`src/rtl/pipe_pkg.sv`:
```
// Shared pipeline definitions: skid-stage state encoding and MEM/WB payload layout.
package pipe_pkg;

    localparam int unsigned CTRL_W  = 2;
    localparam int unsigned RD_W    = 5;
    localparam int unsigned XLEN    = 64;
    localparam int unsigned MEMWB_W = CTRL_W + RD_W + 2 * XLEN;

    // MEM/WB payload field offsets (LSB positions), ctrl in the top bits.
    localparam int unsigned RDATA_LSB = 0;
    localparam int unsigned ALU_LSB   = RDATA_LSB + XLEN;
    localparam int unsigned RD_LSB    = ALU_LSB + XLEN;
    localparam int unsigned CTRL_LSB  = RD_LSB + RD_W;

    typedef struct packed {
        logic [CTRL_W-1:0] ctrl;
        logic [RD_W-1:0]   rd;
        logic [XLEN-1:0]   alu_result;
        logic [XLEN-1:0]   read_data;
    } memwb_payload_t;

    typedef enum logic [1:0] {
        ST_EMPTY = 2'd0,
        ST_ONE   = 2'd1,
        ST_TWO   = 2'd2
    } skid_state_e;

endpackage

```
`src/rtl/sat_counter.sv`:
```
// Saturating up-counter with synchronous active-high clear.
module sat_counter #(
    parameter int unsigned W = 16
) (
    input  logic         clk,
    input  logic         reset,
    input  logic         inc,
    output logic [W-1:0] count
);

    logic [W-1:0] count_q;
    logic [W-1:0] count_d;

    // Increment unless already at all-ones.
    always_comb begin
        count_d = count_q;
        if (inc && (count_q != {W{1'b1}})) begin
            count_d = count_q + W'(1);
        end
    end

    // Counter register.
    always_ff @(posedge clk) begin
        if (reset) begin
            count_q <= '0;
        end else begin
            count_q <= count_d;
        end
    end

    assign count = count_q;

endmodule

```
`src/rtl/pipe_skid_stage.sv`:
```
// Two-entry skid buffer used at each pipeline boundary; all handshake outputs are registered.
module pipe_skid_stage
    import pipe_pkg::*;
#(
    parameter int unsigned PAYLOAD_W = 135,
    parameter int unsigned CNT_W     = 16
) (
    input  logic                 clk,
    input  logic                 reset,
    input  logic                 flush,
    input  logic                 in_valid,
    output logic                 in_ready,
    input  logic [PAYLOAD_W-1:0] in_data,
    output logic                 out_valid,
    input  logic                 out_ready,
    output logic [PAYLOAD_W-1:0] out_data,
    output logic [1:0]           occupancy,
    output logic [CNT_W-1:0]     stall_cnt
);

    skid_state_e          state_q, state_d;
    logic [PAYLOAD_W-1:0] main_q, main_d;
    logic [PAYLOAD_W-1:0] skid_q, skid_d;
    logic                 out_valid_q, out_valid_d;
    logic                 in_ready_q, in_ready_d;
    logic [1:0]           occupancy_q, occupancy_d;
    logic                 accept;
    logic                 pop;
    logic                 stall;

    assign accept = in_valid && in_ready_q;
    assign pop    = out_valid_q && out_ready;
    assign stall  = out_valid_q && !out_ready;

    // Next-state and payload steering; flush overrides everything but reset.
    always_comb begin
        state_d     = state_q;
        main_d      = main_q;
        skid_d      = skid_q;
        out_valid_d = 1'b0;
        in_ready_d  = 1'b1;
        occupancy_d = 2'd0;

        case (state_q)
            ST_EMPTY: begin
                if (accept) begin
                    state_d = ST_ONE;
                    main_d  = in_data;
                end
            end
            ST_ONE: begin
                if (accept && pop) begin
                    main_d = in_data;
                end else if (accept) begin
                    state_d = ST_TWO;
                    skid_d  = in_data;
                end else if (pop) begin
                    state_d = ST_EMPTY;
                end
            end
            ST_TWO: begin
                if (pop) begin
                    state_d = ST_ONE;
                    main_d  = skid_q;
                end
            end
            default: begin
                state_d = ST_EMPTY;
            end
        endcase

        if (flush) begin
            state_d = ST_EMPTY;
        end

        // Registered handshake outputs follow the upcoming state.
        out_valid_d = (state_d != ST_EMPTY);
        in_ready_d  = (state_d != ST_TWO);
        case (state_d)
            ST_ONE:  occupancy_d = 2'd1;
            ST_TWO:  occupancy_d = 2'd2;
            default: occupancy_d = 2'd0;
        endcase
    end

    // State, payload and output registers.
    always_ff @(posedge clk) begin
        if (reset) begin
            state_q     <= ST_EMPTY;
            main_q      <= '0;
            skid_q      <= '0;
            out_valid_q <= 1'b0;
            in_ready_q  <= 1'b1;
            occupancy_q <= 2'd0;
        end else begin
            state_q     <= state_d;
            main_q      <= main_d;
            skid_q      <= skid_d;
            out_valid_q <= out_valid_d;
            in_ready_q  <= in_ready_d;
            occupancy_q <= occupancy_d;
        end
    end

    sat_counter #(
        .W(CNT_W)
    ) u_stall_cnt (
        .clk  (clk),
        .reset(reset),
        .inc  (stall),
        .count(stall_cnt)
    );

    assign in_ready  = in_ready_q;
    assign out_valid = out_valid_q;
    assign out_data  = main_q;
    assign occupancy = occupancy_q;

endmodule

```
`config.mk`:
```
export PLATFORM = sky130hd
export DESIGN_NAME = pipe_skid_stage
export DESIGN_NICKNAME = d
export VERILOG_FILES = /design/src/rtl/pipe_pkg.sv /design/src/rtl/sat_counter.sv /design/src/rtl/pipe_skid_stage.sv
export SDC_FILE = /design/constraint.sdc
export NUM_CORES = 1
export LEC_CHECK = 0
export ABC_AREA = 1
export BUFFER_PORTS_ARGS = -buffer_cell sky130_fd_sc_hd__buf_2
export CAP_MARGIN = 30
export CORE_UTILIZATION = 48
export CTS_CLUSTER_DIAMETER = 80
export DETAILED_ROUTE_END_ITERATION = 6
export GPL_TIMING_DRIVEN = 0
export HOLD_SLACK_MARGIN = 0.03
export MAX_ROUTING_LAYER = met4
export PLACE_DENSITY = 0.76
export SYNTH_ARGS = -nofsm -noshare
export SYNTH_HDL_FRONTEND = slang
export SYNTH_SLANG_ARGS = --single-unit
export TNS_END_PERCENT = 10
```
`constraint.sdc`:
```
create_clock -name clk -period 1.7 [get_ports clk]
set_clock_uncertainty 0.15 [all_clocks]
set_input_delay 0.425 -clock clk [delete_from_list [all_inputs] [get_ports clk]]
set_output_delay 0.425 -clock clk [all_outputs]
set_load 0.1 [all_outputs]
```
==> impl_metrics.ini <==
[outcome]
status = finished, violations left
violations = design-rule violations, negative setup slack

[worst_setup_path]
critPathMaxFanout = 10
required_ns = 1.98
r2r_cells = 9
endpoint = out_data[63]$_SDFFE_PP0P_
critPathArrivalTime_ns = 2.11
end_kind = flip-flop
r2r_start = state_q[1]$_SDFF_PP0_
path_class = reg2reg
startpoint = state_q[1]$_SDFF_PP0_
cp-start-kind = flip-flop
rrSetupSlack_ns = -0.13
r2r-end = out_data[63]$_SDFFE_PP0P_

[layout]
final_util_pct = 74.42
syn_to_final_growth_pct = 52.89
final_nets = 2162
drive_gt1_share_pct = 29.82
final.fill_count = 1584
finalNonFillerCells = 2371
multi_input_area_um2 = 4989
register_area_um2 = 6075

[clock_network]
clkTransAtPathRegs_ns = 0.06
clock-root-buffer = clkbuf_16
cts_max_level = 1
cts_tree = done
clk-insertion-delay-late_ns = 0.55
clk_path_buf_depth = 3
cts_buffers = 31
cts_sinks = 292

[timing]
slew_violations = 0
fin_ws_ns = -0.1293
finalSetupTns_ns = -1.876
min_period_ns = 1.829
maxSlewHeadroom_pct = 61.24
finalCritPeriodShare_pct = 107.6
worst_pin_slew_ns = 0.5813
rsz0062_at_grt = true
fmax_mhz = 546.7
hold_violations = 0
setup_viol = 58

[drt]
wl_per_cell_um = 17.50
ant_nets = 0
via_per_inst = 5.469
drt_wl_total_mm = 41.50
vias = 12970
route.detailed.drc = 1
firstDrtPassIters = 7
drtIter0Drc = 988

[job]
cap_viol_max_count = 0

[power]
seq_power_share_pct = 38.2
leakage_nw = 7.546
intPower_mw = 13.40
ir_drop_mv = 0.8751
power.share.clock_pct = 33.5
pwr-share-comb_pct = 28.3
power.density_nw_per_um2 = 1132
switchingPower_mw = 7.025
netSwitchingFraction_pct = 34.40

[logic_synthesis]
syn_nets = 1783
avgSynthCellArea_um2 = 7.188
synth_top_area_share_pct = 49.53
synth_area_leaders = dfxtp_1, o21ai_0, nor2_1
ys_seq_elements = 292
yosysTopAreaCell = dfxtp_1
synth_cell_types = 22
ys_seq_area_share_pct = 49.53
synthesis.instances = 1642
netlist_area_um2 = 11800
ys.flop_type = dfxtp_1
synthArstFlopShare_pct = 0
synth_edf_count = 0
ys_warn_count = 0

[die]
io_pins = 295
fp.dieW_um = 158.8
fp.dieH_um = 158.8
initial_core_util_pct = 48.67
die-area_um2 = 25220
core_um2 = 24250
rows = 57

[place]
port_buffers = 293
hpwlAfterDp_mm = 24.62
routabilityCongestion = 0.8993
numPlacedInstances = 2259

[grt]
grt_pass1_wl_mm = 63.25
grtUsageTotal_pct = 31.61
grt-ovfl-total = 0
antenna_found_initial = 3
grt_pass1_vias = 12490
grt_max_degree = 15

[min_path]
hold_class = in2reg
## Yosys cell counts, types with 2 or more instances
cell type and instances:
o21ai_0 397, nor2_1 303, dfxtp_1 292, nand2_1 193, a21oi_1 149, inv_1 148
clkbuf_1 80, buf_2 32, nand3_1 11, o21ai_1 9, buf_6 7, nand4_1 5
xor2_1 4, xnor2_1 3, inv_2 2
## stage by stage
step | total power, mW | setup slack (ns) | cell area [um^2] | hold slack [ns]
after floorplan | 11.16 | -0.05978 | 11910 | 0.2745
after global placement | 12.01 | -0.8072 | 13780 | 0.2824
after detailed placement | 12.07 | -0.8401 | 13780 | 0.2872
after CTS | 20.08 | -0.04573 | 17750 | 0.03041
after global routing | 21.04 | -0.1724 | 18040 | 0.03051
final | 20.42 | -0.1293 | 18040 | 0.03364
## timing repair
action	in CTS	in global routing
gates resized for setup	766	274
hold buffers	44	0
setup endpoints to repair	408	343
setup buffers	4	4
gates cloned	0	1
hold endpoints to repair	44	0
pin swaps	4	14
## layout make-up
cell class              instances  share of cell area [%]
clock inverters                 9                  0.5478
plain buffers                 119                   3.779
repair buffers                346                   23.67
clock buffers                  45                   5.145
inverters                     151                   3.238
diodes                          5                 0.06934
multi-input cells            1080                   27.65
well taps                     324                   2.247
flip-flops and latches        292                   33.66
## power by group through the flow
stage | combinational [mW] | clock (mW) | sequential, mW
finish | 5.77 | 6.84 | 7.80
global placement | 4.36 | 0 | 7.65
floorplan | 1.11 | 0 | 10.1
global route | 6.00 | 7.19 | 7.85
CTS | 5.50 | 6.82 | 7.75
detailed placement | 4.40 | 0 | 7.67
## per-layer routing
| layer | track usage (%) | vias to the layer above | routed length (um) |
|---|---|---|---|
| met1 | 35.72 | 6043 | 15650 |
| met2 | 55.40 | 696 | 20870 |
| met5 | - | - | 0 |
| met4 | 13.11 | 0 | 1843 |
| li1 | - | 6083 | - |
| met3 | 4.937 | 145 | 3133 |
## registers in the layout, indices dropped and copies added, names as in the netlist
register / count
out_valid: 1
occupancy: 2
skid_q: 135
state_q: 2
out_data: 135
u_stall_cnt.count: 16
in_ready: 1
## critical path, cell delays in order, from the launching register on
cell and delay (ns):
dfxtp_4 0.38, inv_2 0.06, nor2_4 0.18, inv_6 0.10, buf_8 0.18, buf_4 0.18, nand2_1 0.08, o21ai_1 0.08
o21ai_1 0.23, nor2_1 0.09
## how the worst min path moves through the flow
stage	from	endpoint	slack, ns	cells past startpoint
2_1_floorplan	skid_q[100]$_SDFFE_PP0P_	skid_q[100]$_SDFFE_PP0P_	0.27	2
3_3_place_gp	skid_q[12]$_SDFFE_PP0P_	skid_q[12]$_SDFFE_PP0P_	0.28	2
3_5_place_dp	skid_q[88]$_SDFFE_PP0P_	skid_q[88]$_SDFFE_PP0P_	0.29	2
4_1_cts	in_data[62]	skid_q[62]$_SDFFE_PP0P_	0.03	3
5_1_grt	in_data[100]	skid_q[100]$_SDFFE_PP0P_	0.03	3
6_report	in_data[86]	skid_q[86]$_SDFFE_PP0P_	0.03	3
## kinds of logic after synthesis
family,share of synthesized area [%]
AO/OA/AOI/OAI,23.75
XOR/XNOR,0.5195
adder cells (fa/ha/maj),0.1060
buffers and inverters,9.393
flip-flops,49.53
AND/OR/NAND/NOR,16.71
## placed cells by master, fill, tap and decap left out, types with 6 or more instances in the layout
| master | netlist | final |
|---|---|---|
| o21ai_0 | 397 | 239 |
| buf_2 | 32 | 167 |
| nand2_1 | 193 | 188 |
| clkbuf_1 | 80 | 41 |
| clkinv_2 | 0 | 6 |
| dfxtp_1 | 292 | 151 |
| clkbuf_8 | 0 | 11 |
| nand3_1 | 11 | 11 |
| dlygate4sd3_1 | 0 | 44 |
| buf_8 | 0 | 10 |
| clkbuf_2 | 0 | 24 |
| nor2_1 | 303 | 290 |
| buf_12 | 0 | 149 |
| buf_4 | 0 | 20 |
| buf_6 | 7 | 8 |
| o21ai_2 | 1 | 6 |
| a21oi_1 | 149 | 145 |
| clkbuf_16 | 0 | 31 |
| nor2_2 | 1 | 10 |
| o21ai_1 | 9 | 161 |
| inv_1 | 148 | 148 |
| dfxtp_4 | 0 | 21 |
| dfxtp_2 | 0 | 120 |
Note: power is estimated with default switching activity, not from simulation.
